<file path="src/rtl/pipe_adder.sv">
// Pipelined add/subtract unit: one CHUNK-bit slice is resolved per stage and the
// carry ripples register-to-register, giving one result per clock after STAGES clocks.
module pipe_adder #(
  parameter int WIDTH = 16,
  parameter int CHUNK = 4
) (
  input  logic             clk,
  input  logic             rst_n,
  input  logic             in_valid,
  output logic             in_ready,
  input  logic [WIDTH-1:0] a,
  input  logic [WIDTH-1:0] b,
  input  logic             ci,
  input  logic             sub,
  output logic             out_valid,
  input  logic             out_ready,
  output logic [WIDTH-1:0] s,
  output logic             co,
  output logic             ovf
);

  localparam int STAGES = WIDTH / CHUNK;
  localparam int LAST   = STAGES - 1;

  logic             adv;
  logic [WIDTH-1:0] bx;
  logic             cx;

  // Subtraction is a + ~b + ~borrow; the pipeline itself only ever adds.
  assign bx       = sub ? ~b : b;
  assign cx       = sub ? ~ci : ci;
  assign adv      = !out_valid || out_ready;
  assign in_ready = adv;

  genvar gi;
  generate
    for (gi = 0; gi < STAGES; gi++) begin : g_stage
      localparam int LO  = gi * CHUNK;
      localparam int RW  = LO + CHUNK;
      localparam int REM = WIDTH - RW;

      // Operand bits not yet consumed, with this stage's slice in the low CHUNK bits.
      logic [WIDTH-LO-1:0] a_in;
      logic [WIDTH-LO-1:0] bx_in;
      logic                cin;
      logic [CHUNK:0]      slice_sum;

      logic          valid_q,  valid_d;
      logic          carry_q,  carry_d;
      logic          a_msb_q,  a_msb_d;
      logic          bx_msb_q, bx_msb_d;
      logic [RW-1:0] res_q,    res_d;

      if (gi == 0) begin : g_head
        assign a_in     = a;
        assign bx_in    = bx;
        assign cin      = cx;
        assign valid_d  = in_valid;
        assign a_msb_d  = a[WIDTH-1];
        assign bx_msb_d = bx[WIDTH-1];
        assign res_d    = slice_sum[CHUNK-1:0];
      end else begin : g_body
        assign a_in     = g_stage[gi-1].g_fwd.a_rem_q;
        assign bx_in    = g_stage[gi-1].g_fwd.bx_rem_q;
        assign cin      = g_stage[gi-1].carry_q;
        assign valid_d  = g_stage[gi-1].valid_q;
        assign a_msb_d  = g_stage[gi-1].a_msb_q;
        assign bx_msb_d = g_stage[gi-1].bx_msb_q;
        assign res_d    = {slice_sum[CHUNK-1:0], g_stage[gi-1].res_q};
      end

      assign slice_sum = {1'b0, a_in[CHUNK-1:0]} + {1'b0, bx_in[CHUNK-1:0]}
                       + {{CHUNK{1'b0}}, cin};
      assign carry_d   = slice_sum[CHUNK];

      always_ff @(posedge clk or negedge rst_n) begin
        if (!rst_n) begin
          valid_q  <= 1'b0;
          carry_q  <= 1'b0;
          a_msb_q  <= 1'b0;
          bx_msb_q <= 1'b0;
          res_q    <= '0;
        end else if (adv) begin
          valid_q  <= valid_d;
          carry_q  <= carry_d;
          a_msb_q  <= a_msb_d;
          bx_msb_q <= bx_msb_d;
          res_q    <= res_d;
        end
      end

      if (gi < LAST) begin : g_fwd
        logic [REM-1:0] a_rem_q,  a_rem_d;
        logic [REM-1:0] bx_rem_q, bx_rem_d;

        assign a_rem_d  = a_in[WIDTH-LO-1:CHUNK];
        assign bx_rem_d = bx_in[WIDTH-LO-1:CHUNK];

        always_ff @(posedge clk or negedge rst_n) begin
          if (!rst_n) begin
            a_rem_q  <= '0;
            bx_rem_q <= '0;
          end else if (adv) begin
            a_rem_q  <= a_rem_d;
            bx_rem_q <= bx_rem_d;
          end
        end
      end
    end
  endgenerate

  assign out_valid = g_stage[LAST].valid_q;
  assign s         = g_stage[LAST].res_q;
  assign co        = g_stage[LAST].carry_q;
  assign ovf       = (g_stage[LAST].a_msb_q == g_stage[LAST].bx_msb_q)
                  && (s[WIDTH-1] != g_stage[LAST].a_msb_q);

endmodule

</file>
<file path="config.mk">
export PLATFORM = sky130hd
export DESIGN_NAME = pipe_adder
export DESIGN_NICKNAME = d
export VERILOG_FILES = /design/src/rtl/pipe_adder.sv
export SDC_FILE = /design/constraint.sdc
export NUM_CORES = 1
export LEC_CHECK = 0
export CAP_MARGIN = 0
export CORE_UTILIZATION = 40
export DETAILED_ROUTE_END_ITERATION = 8
export SETUP_SLACK_MARGIN = 0.2
export SLEW_MARGIN = 25
export SYNTH_ARGS = -nofsm -noshare
export SYNTH_HDL_FRONTEND = slang
export SYNTH_SLANG_ARGS = --single-unit
</file>
<file path="constraint.sdc">
create_clock -name clk -period 3.4 [get_ports clk]
set_input_delay 1.02 -clock clk [delete_from_list [all_inputs] [get_ports clk]]
set_output_delay 1.02 -clock clk [all_outputs]
set_load 0.005 [all_outputs]
</file>
==> flow_summary.json <==
{
  "cp.required_ns": 3.60,
  "via_per_inst": 4.515,
  "grt_max_degree": 106,
  "drv_slew": 0,
  "grt_pass1_wl_um": 13050,
  "cp_num_buf_inv": 1,
  "drv_cap": 0,
  "ys_types": 23,
  "core_area_mm2": 0.01046,
  "antenna_found_initial": 0,
  "port_buffers": 57,
  "status": "completed",
  "hold_buffers": 0,
  "report.final.hold_viol_count": 0,
  "wl_um": 7597,
  "post_cts_buffers": 0,
  "drc_errors": 0,
  "crit_path_end_kind": "flip-flop",
  "yosys_register_bits": 98,
  "startpoint_type": "input pin",
  "dieArea_mm2": 0.01132,
  "power_switching_uw": 1483,
  "synthCells": 460,
  "vias": 2939,
  "finClkSkew_ns": 0.006989,
  "worst_pin_slew_ns": 0.9823,
  "path_cells": "clkdlybuf4s50_1 -> xor2_1 -> fa_1 -> fa_1 -> a21o_1 -> a21oi_1 -> a21oi_1",
  "die_h_um": 106.4,
  "worstSetupPathType": "input pin to flip-flop",
  "syn_nets": 518,
  "worstPathArrival_ns": 3.10,
  "drive_gt1_share_pct": 4.660,
  "yosys.area.top_type": "dfrtp_1",
  "tritoncts_num_sinks": 98,
  "crit_fanout": 4,
  "grt_pass1_vias": 2844,
  "ctsResizeCount": 0,
  "synth_edf_count": 0,
  "grt_overflow": 0,
  "ys_dominant_reg_cell": "dfrtp_1",
  "slowest_delay_ns": 0.56,
  "rows": 37,
  "final.period_utilization_pct": 85.19,
  "syn_area_per_cell_um2": 9.479,
  "ys_seq_area_share_pct": 56.24,
  "io_pins": 58,
  "fillers": 1027,
  "intPower_uw": 2918,
  "path_clk_slew_ns": 0.09,
  "yosys.area.top_type_share_pct": 56.24,
  "synthTopCellsByArea": "dfrtp_1 56%, nand2_1 19%, fa_1 3.7%",
  "syn2layout_area_growth_pct": 19.60,
  "p_clk_share_pct": 20.1,
  "power.share.switching_pct": 33.69,
  "critical_path.top_delay_family": "adder cells",
  "yosysWarningCount": 0,
  "hpwl_um": 5042,
  "postRouteAntennaNets": 0,
  "leakage_uw": 0.002568,
  "rsz0062_at_grt": "false",
  "setup_viol": 0,
  "hold_class": "flip-flop to flip-flop",
  "cts_root_buf": "clkbuf_8",
  "start_util_pct": 41.68,
  "globalplace.congestion": 0.7220,
  "die_w_um": 106.4,
  "cts_tree": "done",
  "cp_slowest_cell": "clkdlybuf4s50_1",
  "wl_per_cell_um": 11.67,
  "placed_cells": 635,
  "cts_max_level": 3,
  "utilization_pct": 49.84,
  "pwr-share-comb_pct": 35.2,
  "max-vdd-ir-drop_uv": 280.3,
  "power_density_mw_per_mm2": 843.9,
  "numCtsBuffers": 9,
  "fmax_ghz": 0.3453,
  "ys_async_sr_fraction_pct": 100.0,
  "grt_use_total_pct": 14.69,
  "totalNegativeSetupSlack_ns": 0,
  "clk_path_buf_depth": 2,
  "antenna_cells": 0,
  "dr.pass1.iters": 4,
  "layout_min_cycle_time_ns": 2.896,
  "relSlewSlack_pct": 34.51,
  "insertion_delay_ns": 0.35,
  "drt_iter0_markers": 119,
  "synth_area_mm2": 0.004360,
  "final_cell_count_no_fill": 651,
  "nets": 568,
  "pwr-share-seq_pct": 44.7
}
[cells by family (layout without fill, tap and decap cells)]
family	after synthesis	count (layout)	synth area share, %
flops	98	98	56.24
buf+inv	34	89	5.079
fa+ha+maj	20	20	7.116
simple gates	237	237	20.89
xor+xnor	22	22	4.419
compound gates	49	49	6.255
[flip-flops by register name, summed over array words and instances (netlist names)]
signal,flops
co,1
g_stage.a_msb_q,4
g_stage.bx_msb_q,4
g_stage.carry_q,3
g_stage.g_fwd.a_rem_q,21
g_stage.g_fwd.bx_rem_q,21
g_stage.res_q,24
g_stage.valid_q,3
out_valid,1
s,16
[Yosys cell counts, types with 2 or more instances]
cell,instances
dfrtp_1,98
xnor2_1,13
buf_6,10
fa_1,8
a21o_1,5
o21ai_0,24
o21a_1,2
nor2b_1,3
o21ai_1,5
ha_1,12
xor2_1,9
nand2_1,222
a21oi_1,11
buf_2,12
inv_1,10
nor2_1,9
[layout by cell type, fill, tap and decap left out, drive strengths merged, types with 4 or more instances in the layout]
master / n
nand2: 222
dfrtp: 98
clkdlybuf4s50: 55
o21ai: 29
xnor2: 13
ha: 12
inv: 12
a21oi: 11
clkbuf: 10
xor2: 9
nor2: 9
fa: 8
buf: 6
a21o: 5
nor2b: 4
[stage by stage]
stage                     worst slack (ns)  hold WS (ns)  total power, uW  cell area (um2)
after floorplan                     0.6220        0.4300             3039             4360
after global placement              0.1394        0.4491             3498             4971
after detailed placement            0.1094        0.4470             3572             4971
after CTS                           0.2244        0.4695             4470             5213
after global routing                0.4539        0.4926             4803             5215
final                               0.5036        0.4630             4401             5215
[power groups by stage]
stage / Clock [uW] / Sequential (uW) / Combinational (uW)
floorplan: 0 / 1940 / 1100
finish: 887 / 1970 / 1550
global placement: 0 / 1980 / 1520
global route: 961 / 2040 / 1800
CTS: 915 / 1970 / 1580
detailed placement: 0 / 2000 / 1570
[worst paths after layout]
kind	startpoint	to	slack [ns]	depth (start not counted)
setup / recovery	sub	g_stage[0].carry_q$_DFFE_PN0P_	0.50	7
hold / removal	g_stage[2].valid_q$_DFFE_PN0P_	out_valid$_DFFE_PN0P_	0.46	1
setup reg to reg	g_stage[1].carry_q$_DFFE_PN0P_	g_stage[2].carry_q$_DFFE_PN0P_	1.50	5
hold reg to reg	g_stage[2].valid_q$_DFFE_PN0P_	out_valid$_DFFE_PN0P_	0.46	1
max in group asynchronous	rst_n	g_stage[1].g_fwd.a_rem_q[6]$_DFFE_PN0P_	2.19	2
min in group asynchronous	rst_n	g_stage[0].a_msb_q$_DFFE_PN0P_	0.53	1
[layout make-up]
type,count,area (um2),share of cell area [%]
multi-input cells,328,1687,32.34
flip-flops and latches,98,2452,47.02
well taps,136,170.2,3.263
repair buffers,62,620.6,11.90
clock inverters,6,113.9,2.183
clock buffers,10,127.6,2.447
inverters,11,43.79,0.8397
[layer usage]
layer | global-route usage, % | wire length [um] | up-vias
met4 | 5.577 | 148 | 0
met3 | 3.188 | 213 | 11
li1 | - | - | 1528
met1 | 18.96 | 3748 | 1352
met5 | 0 | 0 | -
met2 | 24.21 | 3487 | 48
Note: power is estimated with default switching activity, not from simulation.
